## config.mk

```make
export PLATFORM = sky130hd
export DESIGN_NAME = fetch_controller
export DESIGN_NICKNAME = d
export VERILOG_FILES = /design/src/rtl/fetch_controller.sv
export SDC_FILE = /design/constraint.sdc
export NUM_CORES = 1
export LEC_CHECK = 0
export CELL_PAD_IN_SITES_DETAIL_PLACEMENT = 0
export CELL_PAD_IN_SITES_GLOBAL_PLACEMENT = 2
export CORE_ASPECT_RATIO = 1.5
export CORE_MARGIN = 2
export CORE_UTILIZATION = 22
export CTS_BUF_LIST = sky130_fd_sc_hd__clkbuf_16
export CTS_CLUSTER_SIZE = 20
export DETAILED_ROUTE_END_ITERATION = 16
export PLACE_DENSITY = 0.75
export SETUP_SLACK_MARGIN = 0.02
export SYNTH_ARGS = -nofsm -noshare
export SYNTH_HDL_FRONTEND = slang
export SYNTH_SLANG_ARGS = --single-unit
```

## constraint.sdc

```tcl
create_clock -name clk -period 2.4 [get_ports clk]
set_input_delay 0.48 -clock clk [delete_from_list [all_inputs] [get_ports clk]]
set_output_delay 0.48 -clock clk [all_outputs]
set_load 0.05 [all_outputs]
```

## src/rtl/fetch_controller.sv

```systemverilog
// Fetch sequencer for the MIPS core: drives PC advance/load, a req/ack imem port,
// and a one-entry instruction buffer toward decode with redirect/exception flushing.
module fetch_controller #(
  parameter logic [31:0] EXC_VECTOR = 32'h80000180,
  parameter int          MAX_WAIT   = 16
) (
  input  logic        clk,
  input  logic        rst,
  input  logic [31:0] pcAddress,
  output logic        count,
  output logic        shouldUseNewPC,
  output logic [31:0] newPC,
  output logic        imemReq,
  output logic [31:0] imemAddr,
  input  logic        imemAck,
  input  logic [31:0] imemData,
  input  logic        stall,
  input  logic        redirect,
  input  logic [31:0] redirectTarget,
  input  logic        exception,
  output logic        instrValid,
  output logic [31:0] instr,
  output logic [31:0] instrPC,
  output logic        fetchTimeout
);

  localparam int CNT_W = $clog2(MAX_WAIT + 1);
  localparam logic [CNT_W-1:0] WAIT_LAST = CNT_W'(MAX_WAIT - 1);
  localparam logic [CNT_W-1:0] CNT_ONE   = CNT_W'(1);

  typedef enum logic [2:0] {
    S_RESET,
    S_FETCH,
    S_HOLD,
    S_DRAIN,
    S_HALT
  } state_t;

  state_t             r_state;
  logic               r_instrValid;
  logic [31:0]        r_instr;
  logic [31:0]        r_instrPC;
  logic               r_fetchTimeout;
  logic [CNT_W-1:0]   r_waitCnt;
  logic [31:0]        r_reqAddr;

  logic               w_req;
  logic [31:0]        w_addr;
  logic               w_redir;
  logic               w_ack;
  logic               w_miss;
  logic               w_timeout;
  logic               w_count;
  logic [31:0]        w_newPC;

  always_comb begin
    w_req   = 1'b0;
    w_addr  = '0;
    w_redir = 1'b0;
    case (r_state)
      S_FETCH: begin
        // A full buffer that decode is refusing must not be overwritten.
        w_req   = !(r_instrValid && stall);
        w_addr  = pcAddress;
        w_redir = redirect || exception;
      end
      S_HOLD: begin
        w_redir = redirect || exception;
      end
      S_DRAIN: begin
        // PC has already moved; keep presenting the abandoned address.
        w_req   = 1'b1;
        w_addr  = r_reqAddr;
        w_redir = redirect || exception;
      end
      default: ;
    endcase
    w_ack     = w_req && imemAck;
    w_miss    = w_req && !imemAck;
    w_timeout = w_miss && (r_waitCnt == WAIT_LAST);
    // Advancing while loading would land the PC on target+4.
    w_count   = (r_state == S_FETCH) && w_ack && !w_redir;
    w_newPC   = w_redir ? (exception ? EXC_VECTOR : redirectTarget) : '0;
  end

  always_ff @(posedge clk) begin
    if (!rst) begin
      r_state        <= S_RESET;
      r_instrValid   <= 1'b0;
      r_instr        <= '0;
      r_instrPC      <= '0;
      r_fetchTimeout <= 1'b0;
      r_waitCnt      <= '0;
      r_reqAddr      <= '0;
    end else if (w_timeout) begin
      r_state        <= S_HALT;
      r_fetchTimeout <= 1'b1;
      r_instrValid   <= 1'b0;
      r_waitCnt      <= '0;
    end else begin
      case (r_state)
        S_RESET: begin
          r_state   <= S_FETCH;
          r_waitCnt <= '0;
        end
        S_FETCH: begin
          r_reqAddr <= pcAddress;
          if (w_redir) begin
            r_instrValid <= 1'b0;
            r_waitCnt    <= '0;
            r_state      <= w_miss ? S_DRAIN : S_FETCH;
          end else if (w_ack) begin
            r_instr      <= imemData;
            r_instrPC    <= pcAddress;
            r_instrValid <= 1'b1;
            r_waitCnt    <= '0;
          end else begin
            if (!stall) r_instrValid <= 1'b0;
            r_waitCnt <= w_miss ? r_waitCnt + CNT_ONE : '0;
            if (r_instrValid && stall) begin
              r_state   <= S_HOLD;
              r_waitCnt <= '0;
            end
          end
        end
        S_HOLD: begin
          if (w_redir || !stall) begin
            r_instrValid <= 1'b0;
            r_state      <= S_FETCH;
          end
        end
        S_DRAIN: begin
          // Ack here returns stale data, which is simply dropped.
          if (w_ack) begin
            r_state   <= S_FETCH;
            r_waitCnt <= '0;
          end else begin
            r_waitCnt <= r_waitCnt + CNT_ONE;
          end
        end
        S_HALT: begin
          r_instrValid <= 1'b0;
        end
        default: begin
          r_state <= S_RESET;
        end
      endcase
    end
  end

  assign count          = w_count;
  assign shouldUseNewPC = w_redir;
  assign newPC          = w_newPC;
  assign imemReq        = w_req;
  assign imemAddr       = w_addr;
  assign instrValid     = r_instrValid;
  assign instr          = r_instr;
  assign instrPC        = r_instrPC;
  assign fetchTimeout   = r_fetchTimeout;

endmodule
```

==> impl_results.rst <==
.. list-table::
   :header-rows: 1

   * - Metric
     - Value
   * - Count of warnings emitted by yosys
     - 0
   * - Top library cells by usage in the layout, fill and taps aside
     - clkdlybuf4s50_1 (164), nand2_1 (134), dfxtp_1 (104), buf_12 (70), mux2i_1 (65)
   * - Number of antenna violations at the first check in global routing
     - 1
   * - P per Cell Area
     - 536 nW/um^2
   * - Met1 WL
     - 6.76 mm
   * - Gr usage total
     - 14.4%
   * - Number of standard cells after synthesis
     - 560
   * - Top cells by area, synth
     - dfxtp_1 (44%), mux2i_1 (13%), nand2_1 (10%), a21boi_0 (9.9%), nor2b_1 (4.3%)
   * - Max-Cap Viols
     - 0
   * - Final setup vio count
     - 0
   * - Final weighted congestion in routability-driven placement
     - 0.861
   * - Antenna Violating Nets Remaining
     - 0
   * - Final clock period utilization by the worst path
     - 94.8%
   * - Port-buffer cells
     - approximately 230
   * - First-pass iteration count of the detailed router
     - 4
   * - Cts hold-fix bufs
     - 0
   * - Number of flops mapped to enable cells by yosys
     - 0
   * - DRC
     - 0
   * - Net count, final
     - 888
   * - Pin count of the biggest net entering global routing
     - 83
   * - Clock tree root buffer cell
     - clkbuf_16
   * - Ant diodes
     - 0
   * - Number of hold-slack violations in the final timing report
     - 0
   * - Post-placement cell count
     - around 1,000
   * - Number of vias after detailed routing
     - about 4,600
   * - Clk pwr share
     - a little under a third
   * - Result of the run
     - finished clean
   * - Share of the yosys chip area belonging to registers
     - 43.9%
   * - Detail-routed via count per cell
     - 4.36
   * - Power share of the sequential group
     - 40.8%
   * - Post-route cell area
     - 8500 um^2
   * - Kind of start point of the critical path
     - input pin
   * - Placeable core region
     - 21,600 um^2
   * - Final wirelength
     - 17.1 mm
   * - Final Max Tran Viols
     - 0
   * - Maximum resistive drop on vdd
     - ~0.42 mV
   * - Dominant combinational cell family by area after synthesis
     - simple AND/OR/NAND/NOR gates
   * - Area added between synthesis and finish
     - 75.9%
   * - Crit path arrival time
     - 1.80 ns
   * - Count of distinct cell types in the synthesized netlist
     - 32
   * - Initial drt markers
     - 192
   * - XOR/XNOR Fraction of Synth Area
     - 0%
   * - Cell accounting for the most synthesized area
     - dfxtp_1
   * - CTS sink cnt
     - about 110
   * - Synthesized area divided by synthesized cell count
     - 8.62 um^2
   * - Total cell area at the placement stage
     - 8180 um^2
   * - Switching power of the nets
     - 1340 uW
   * - Total congestion overflow
     - 0
   * - TritonCTS clock tree
     - yes
   * - Fraction of post-synthesis cell area in the top cell type by area
     - between 40 and 50%
   * - Fill cell count
     - 2,121
   * - Switch share
     - roughly 29%
   * - CTS clk-pin slew, worst paths
     - 0.07 ns
   * - Min-delay worst type
     - register to register
   * - Die footprint
     - 23,200 um^2
   * - Remaining max-slew budget at the tightest pin
     - approximately 50%
   * - Combinational Power Share
     - 27.7%
   * - Adder and majority gate portion of the synthesized area
     - 0.518%
   * - Clk Latency, worst-skew pair
     - 0.35 ns
   * - Initial Utilization
     - 22.3%
   * - Mux share of post-synthesis cell area
     - a little over an eighth
   * - CTS H-Tree Depth
     - 3
   * - HPWL after detailed placement
     - 12.5 mm
   * - RSZ-0062 raised after global routing
     - false
   * - Uppermost routed layer
     - met5
   * - Horizontal extent of the die
     - between 100 and 150 um
   * - Nets in the synthesized netlist
     - 664
   * - Asr flop ratio synth
     - 0%
   * - Internal Power
     - 3220 uW
   * - Fraction of the mapped netlist area in compound gates
     - 13.4%
   * - Number of global-route vias before repair
     - ~4,600
   * - Top-level I/O count
     - 235
   * - Leak pwr
     - 0.00313 uW
   * - Average detailed-routed wire length per instance
     - around 16 um
   * - Crit Path Category
     - input pin to output pin
   * - Met3 layer wire length in the routed design
     - 989 um
   * - Shortest clock period the worst path allows after layout
     - 2.28 ns
   * - Die H
     - 185 um
   * - Final cell count without fillers
     - 1,060
   * - Wire length of the first global-routing pass
     - 26.1 mm
   * - Share of cells above drive strength 1
     - 14.3%
   * - Leading cell type in the layout, fill and taps excluded
     - clkdlybuf4s50_1
   * - Simple-gate share of the synthesized area
     - 23.8%
   * - Cell area after synthesis
     - 4830 um^2
   * - Data required time of the critical path
     - 1.92 ns
   * - Inserted Clock Buffers
     - 9
   * - Met2 wirelength from detailed routing
     - 8.87 mm
   * - Max frequency
     - roughly 440 MHz
   * - Type of destination of the critical path
     - output pin
   * - FF+latch count, synth
     - approximately 110
   * - Number of core rows
     - 66
   * - Layout Skew
     - 0.00410 ns
   * - Clock Tree Buf Depth
     - 2
   * - Least-Margin Pin Slew
     - 0.769 ns
   * - Most common flop cell mapped by yosys
     - dfxtp_1
   * - Worst-path maximum fanout
     - 7
-- synth_stat cells, types with 5 or more instances --
library cell  instances
dfxtp_1             106
buf_2                15
a21boi_0             64
nand2_1             134
and2_1               29
nor2b_1              33
mux2i_1              65
nor2_1               38
clkbuf_1             22
o21a_1                5
a21oi_1               5
inv_1                 6
-- sequential cells by signal (all words and copies together), names as in the netlist --
signal	flops
instrPC	32
instr	32
r_reqAddr	32
r_waitCnt	5
r_state	3
fetchTimeout	1
instrValid	1
-- logic make-up after synthesis --
logic type | Yosys count
and+or+nand+nor | 253
adders and majority gates | 2
AOI/OAI and AO/OA | 85
buffers and inverters | 49
muxes | 65
DFF | 106
-- power groups by stage --
stage	combinational [uW]	sequential, uW	clock, uW
6_report	1260	1860	1440
5_1_grt	1320	1870	1570
4_1_cts	1270	1860	1520
3_5_place_dp	1260	1900	0
3_3_place_gp	1250	1900	0
2_1_floorplan	545	1960	0
-- worst max-delay path, stage by stage --
cell	delay [ns]
clkdlybuf4s15_1	0.35
nor4_4	0.41
buf_4	0.23
and2_1	0.18
buf_12	0.14
-- final cells by class --
class | instances | area, um^2 | share of cell area [%]
clock buffers | 9 | 225 | 2.65
clock inverters | 6 | 50.0 | 0.589
inverters | 6 | 22.5 | 0.265
multi-input cells | 405 | 2510 | 29.6
flip-flops and latches | 106 | 2130 | 25.0
well taps | 272 | 340 | 4.01
repair buffers | 256 | 3220 | 37.9
-- stage by stage --
stage | setup TNS (ns) | hold slack [ns] | utilization, % | setup slack (ns) | power [uW]
4_1_cts | 0 | 0.468 | 39.1 | 0.0242 | 4640
3_3_place_gp | -11.32 | 0.450 | 37.8 | -0.235 | 3150
3_5_place_dp | -12.42 | 0.458 | 37.8 | -0.220 | 3160
5_1_grt | 0 | 0.482 | 39.3 | 0.0173 | 4760
6_report | 0 | 0.463 | 39.3 | 0.125 | 4560
2_1_floorplan | 0 | 0.465 | - | 0.0920 | 2510
-- per-layer routing --
layer  track usage [%]  vias to the layer above
met2              26.5                      174
met1              15.6                     2139
met5                 0                        -
met3              3.39                       28
li1                  -                     2282
met4              6.76                        2
-- path summary, 6_finish.rpt --
kind,from,to,slack (ns),cells after the start
max,exception,newPC[16],0.12,5
min,instr[31],instr[31],0.46,2
max reg2reg,r_waitCnt[0],r_waitCnt[2],0.31,7
min reg2reg,instr[31],instr[31],0.46,2
-- repair_timing --
action | 4_1_cts | 5_1_grt
pin swaps | 0 | 1
gates resized for setup | 5 | 12
gates cloned | 0 | 2
setup endpoints to repair | 47 | 33
setup buffers | 0 | 0
Note: power is estimated with default switching activity, not from simulation.
